--- src/rtl/mul_engine.sv ---
// Memory-mapped signed 16x16 multiplier: reads operands from BASE+1..4, writes product to BASE+5..8.
// Radix-2 Booth by default; define MUL_ENGINE_RADIX4_EN for the radix-4 Booth datapath.
//
// state | meaning
// IDLE  | waiting for a high->low transition on start
// RD    | fetching A[15:8], A[7:0], B[15:8], B[7:0] from BASE+1..BASE+4
// MUL   | Booth iterations on the accumulator
// WR    | writing P[31:24]..P[7:0] to BASE+5..BASE+8
// DONE  | done high until start is seen high again
module mul_engine #(
    parameter int              AW   = 8,
    parameter logic [AW-1:0]   BASE = '0
) (
    input  logic          CLK,
    input  logic          reset_n,
    input  logic          start,
    output logic          done,
    output logic [AW-1:0] mem_addr,
    input  logic [7:0]    mem_rd_data,
    output logic          mem_wr_en,
    output logic [7:0]    mem_wr_data,
    output logic          busy
);

`ifdef MUL_ENGINE_RADIX4_EN
    localparam int N = 8;
`else
    localparam int N = 16;
`endif
    localparam logic [3:0] MUL_LAST = 4'(N - 1);

    typedef enum logic [2:0] {IDLE, RD, MUL, WR, DONE} state_t;

    state_t      state, state_nx;
    logic [3:0]  cnt, cnt_nx;
    logic        start_q;
    logic        launch;
    logic [15:0] op_a, op_b;
    logic [15:0] b_sr;
    logic        b_prev;
    logic [31:0] acc;
    logic [31:0] mcand;
    logic [31:0] addend;

    assign launch = start_q && !start;

    always_ff @(posedge CLK or negedge reset_n) begin
        if (!reset_n) begin
            state   <= IDLE;
            cnt     <= '0;
            start_q <= 1'b0;
        end else begin
            state   <= state_nx;
            cnt     <= cnt_nx;
            start_q <= start;
        end
    end

    // cnt is a down-counter; each busy state ends when it reaches zero
    always_comb begin
        state_nx    = state;
        cnt_nx      = cnt;
        busy        = 1'b0;
        done        = 1'b0;
        mem_wr_en   = 1'b0;
        mem_addr    = BASE;
        mem_wr_data = '0;
        case (state)
            IDLE: begin
                if (launch) begin
                    state_nx = RD;
                    cnt_nx   = 4'd3;
                end
            end
            RD: begin
                busy     = 1'b1;
                mem_addr = BASE + AW'(4'd4 - cnt);
                if (start) begin
                    state_nx = IDLE;
                end else if (cnt == 4'd0) begin
                    state_nx = MUL;
                    cnt_nx   = MUL_LAST;
                end else begin
                    cnt_nx = cnt - 4'd1;
                end
            end
            MUL: begin
                busy = 1'b1;
                if (start) begin
                    state_nx = IDLE;
                end else if (cnt == 4'd0) begin
                    state_nx = WR;
                    cnt_nx   = 4'd3;
                end else begin
                    cnt_nx = cnt - 4'd1;
                end
            end
            WR: begin
                busy        = 1'b1;
                mem_wr_en   = 1'b1;
                mem_addr    = BASE + AW'(4'd8 - cnt);
                mem_wr_data = acc[{cnt[1:0], 3'b000} +: 8];
                if (start) begin
                    state_nx = IDLE;
                end else if (cnt == 4'd0) begin
                    state_nx = DONE;
                end else begin
                    cnt_nx = cnt - 4'd1;
                end
            end
            DONE: begin
                done = 1'b1;
                if (start) begin
                    state_nx = IDLE;
                end
            end
            default: state_nx = IDLE;
        endcase
    end

`ifdef MUL_ENGINE_RADIX4_EN
    always_comb begin
        addend = '0;
        case ({b_sr[1:0], b_prev})
            3'b001, 3'b010: addend = mcand;
            3'b011:         addend = mcand << 1;
            3'b100:         addend = -(mcand << 1);
            3'b101, 3'b110: addend = -mcand;
            default:        addend = '0;
        endcase
    end
`else
    always_comb begin
        addend = '0;
        case ({b_sr[0], b_prev})
            2'b01:   addend = mcand;
            2'b10:   addend = -mcand;
            default: addend = '0;
        endcase
    end
`endif

    // The multiplicand shifts left instead of the accumulator shifting right,
    // so the product is exact modulo 2^32 without a guard bit.
    always_ff @(posedge CLK or negedge reset_n) begin
        if (!reset_n) begin
            op_a   <= '0;
            op_b   <= '0;
            b_sr   <= '0;
            b_prev <= 1'b0;
            acc    <= '0;
            mcand  <= '0;
        end else begin
            case (state)
                RD: begin
                    case (cnt[1:0])
                        2'd3: op_a[15:8] <= mem_rd_data;
                        2'd2: op_a[7:0]  <= mem_rd_data;
                        2'd1: op_b[15:8] <= mem_rd_data;
                        default: begin
                            op_b[7:0] <= mem_rd_data;
                            b_sr      <= {op_b[15:8], mem_rd_data};
                            b_prev    <= 1'b0;
                            mcand     <= {{16{op_a[15]}}, op_a};
                            acc       <= '0;
                        end
                    endcase
                end
                MUL: begin
                    acc <= acc + addend;
`ifdef MUL_ENGINE_RADIX4_EN
                    mcand  <= mcand << 2;
                    b_sr   <= {{2{b_sr[15]}}, b_sr[15:2]};
                    b_prev <= b_sr[1];
`else
                    mcand  <= mcand << 1;
                    b_sr   <= {b_sr[15], b_sr[15:1]};
                    b_prev <= b_sr[0];
`endif
                end
                default: ;
            endcase
        end
    end

endmodule

--- config.mk ---
export PLATFORM = sky130hd
export DESIGN_NAME = mul_engine
export DESIGN_NICKNAME = d
export VERILOG_FILES = /design/src/rtl/mul_engine.sv
export SDC_FILE = /design/constraint.sdc
export NUM_CORES = 1
export LEC_CHECK = 0
export ABC_AREA = 1
export CORE_ASPECT_RATIO = 0.7
export CORE_UTILIZATION = 50
export DETAILED_ROUTE_END_ITERATION = 6
export HOLD_SLACK_MARGIN = 0.02
export PLACE_DENSITY = 0.72
export SLEW_MARGIN = 25
export SYNTH_ARGS = -nofsm -noshare
export SYNTH_HDL_FRONTEND = slang
export SYNTH_SLANG_ARGS = --single-unit
--- constraint.sdc ---
create_clock -name CLK -period 6.09 [get_ports CLK]
set_input_delay 1.5225 -clock CLK [delete_from_list [all_inputs] [get_ports CLK]]
set_output_delay 1.5225 -clock CLK [all_outputs]
set_load 0.01 [all_outputs]
==> results.json <==
{
  "run_status": "complete, no violations",
  "synth_top_area_share_pct": 34.7,
  "worstMarginPinSlew_ns": 0.929,
  "critPathLaunchType": "flip-flop",
  "relSlewSlack_pct": 38.1,
  "reg2reg_depth": 19,
  "final_cell_mix": "nand2_1 (286), o21ai_0 (131), inv_1 (117)",
  "cts_buffers": 17,
  "clock_latency_ns": 0.43,
  "finClkSkew_ns": 0.00869,
  "routedWlPerCell_um": 16.9,
  "synthTopCellsByArea": "dfrtp_1 (35%), nand2_1 (13%), o21ai_0 (8.1%)",
  "holdCritPathClass": "reg2reg",
  "drt_pass1_iterations": 6,
  "synth_top_cell_by_area": "dfrtp_1",
  "p_leak_nw": 4.12,
  "row_count": 38,
  "cp-startpoint": "cnt[0]",
  "area_growth_pct": 12.3,
  "syn-num-nets": 1216,
  "viasPerCell": 5.73,
  "synth_flop_cell": "dfrtp_1",
  "r2r_slack_ns": 2.23,
  "cpMostUsedCell": "nand2_1",
  "die_area_um2": 16800,
  "num_io_pins": 30,
  "peakVddDrop_mv": 0.658,
  "setup-violations-final": 0,
  "rsz0062_at_grt": "false",
  "ant_nets": 0,
  "cp_slowest_stage_delay_ns": 0.80,
  "seq_area_frac_synth_pct": 34.7,
  "synth.avg_cell_area_um2": 7.01,
  "grt_pass1_wl_um": 39200,
  "synthDistinctLibCells": 54,
  "netlist_instances": 1164,
  "ys_warn_count": 0,
  "fin_setup_tns_ns": 0,
  "fmax_ghz": 0.195,
  "r2r_end": "acc[18]",
  "cts_setup_buffers": 0,
  "ctsResizeCount": 0,
  "cp.arrival_ns": 3.62,
  "htreeDepth": 4,
  "grt_pass1_vias": 7297,
  "hpwl_um": 17400,
  "vias": 8058,
  "worstPathCellList": "clkinv_1 -> ha_1 -> nand2_1 -> nand2_1 -> a211oi_1 -> clkdlybuf4s50_1",
  "cp_top_family": "buffers and inverters",
  "worstSetupPathType": "reg2out",
  "drt_iter0_drc": 937,
  "cts.sinks": 113,
  "antenna_found_initial": 0,
  "final_common_cell": "nand2_1",
  "dpl_worst_slack_ns": 1.37,
  "p_per_area_nw_per_um2": 567,
  "die_y_um": 109,
  "io_buffers": 29,
  "grt_max_degree": 85,
  "initial_core_util_pct": 51.9,
  "fin_nets": 1225,
  "path_max_fanout": 23,
  "gp_congestion": 0.995,
  "r2r_start": "mcand[0]",
  "synth_area_um2": 8160,
  "drc": 0,
  "synth_seq_cells": 113,
  "clk_pin_slew_ns": 0.06,
  "final-max-slew-violation-count": 0,
  "grt.total_usage_pct": 30.7,
  "crit_slowest_cell": "dfrtp_1",
  "synth-edff-count": 0,
  "core_area_um2": 15700,
  "crit_end": "mem_addr[6]",
  "fin_crit_sh_pct": 84.4,
  "grt_remaining_overflow": 0,
  "cp.depth": 6,
  "antenna_cells": 0,
  "die_w_um": 155,
  "crit_required_ns": 4.57,
  "drive_gt1_share_pct": 6.58,
  "cp-end-kind": "output pin",
  "wirelength_um": 23800,
  "root_buffer": "clkbuf_16",
  "postCtsHoldBufs": 0,
  "cp_num_buf_inv": 2,
  "cts_buffer_depth": 2,
  "max-cap-violations": 0,
  "fin_ws_ns": 0.952,
  "finalHoldViolCount": 0,
  "cts_tree": "done",
  "period_needed_ns": 5.14,
  "async_flop_share_pct": 100
}
[per-layer routing]
metal	vias to the layer above	part of all wire [%]	global-route usage, %
met5	-	0	0
met1	3747	49	46.7
li1	3953	-	-
met4	0	1.0	7.28
met3	22	11	8.23
met2	336	39	42.6
[flip-flops by register name, indices dropped and copies added (netlist names)]
name / flops
acc: 32
mcand: 32
b_sr: 16
op_a: 16
op_b: 8
cnt: 4
state: 3
b_prev: 1
start_q: 1
[where the power goes]
group	internal, mW	switching (mW)	leakage [nW]
Combinational	0.914	1.83	2.41
Sequential	1.09	0.326	1.42
Clock	0.627	0.414	0.293
[cell families after synthesis]
kind of cell	after synthesis	synth area share, %
buffers and inverters	168	8.36
adder cells (fa/ha/maj)	41	6.38
flip-flops	113	34.7
XOR/XNOR	6	0.644
AO/OA/AOI/OAI	318	22.2
AND/OR/NAND/NOR	518	27.8
[synthesized netlist by cell type, types with 4 or more instances]
cell type	instances
ha_1	40
nand3_1	62
a311oi_1	4
nor2_1	103
a21oi_1	101
nand3b_1	7
xnor2_1	5
buf_2	11
nor3_1	14
or2_2	4
o21ai_0	132
nor2_4	9
clkbuf_1	25
buf_4	7
nand2_1	286
o211ai_1	38
nand2_2	6
nor2_2	5
nand4_1	12
o221ai_1	5
dfrtp_1	113
inv_1	117
o22ai_1	4
o21ai_1	7
[stage by stage]
| stage | std cells | util [%] | hold slack (ns) | total power [mW] | cell area, um^2 |
|---|---|---|---|---|---|
| floorplan | 1164 | - | 0.453 | 3.37 | 8160 |
| global placement | 1374 | 54.4 | 0.467 | 4.04 | 8550 |
| detailed placement | 1374 | 54.4 | 0.475 | 4.10 | 8550 |
| CTS | 1406 | 58.2 | 0.490 | 5.16 | 9160 |
| global route | 1406 | 58.3 | 0.516 | 5.65 | 9170 |
| finish | 1406 | 58.3 | 0.487 | 5.20 | 9170 |
[tightest hold or removal path, cell delays in order, from the launching register on]
cell     delay, ns
dfrtp_1       0.34
nand2_1       0.05
o21ai_0       0.06
[final cells by class]
class | instances | area, um^2
clock inverter | 14 | 170
sequential | 113 | 2830
fill | 1478 | 6570
timing repair buffer | 36 | 344
tap | 220 | 275
multi-input combinational | 883 | 4650
inverter | 122 | 460
clock buffer | 18 | 439
[worst min path at each step]
stage | startpoint | to | slack [ns] | cells after the start
after floorplan | op_a[0] | mcand[0] | 0.45 | 2
after global placement | op_b[15] | op_b[15] | 0.47 | 2
after detailed placement | op_b[15] | op_b[15] | 0.48 | 2
after CTS | op_b[15] | op_b[15] | 0.49 | 2
after global routing | op_a[9] | op_a[9] | 0.52 | 2
final | op_b[15] | op_b[15] | 0.49 | 2
Note: power is estimated with default switching activity, not from simulation.
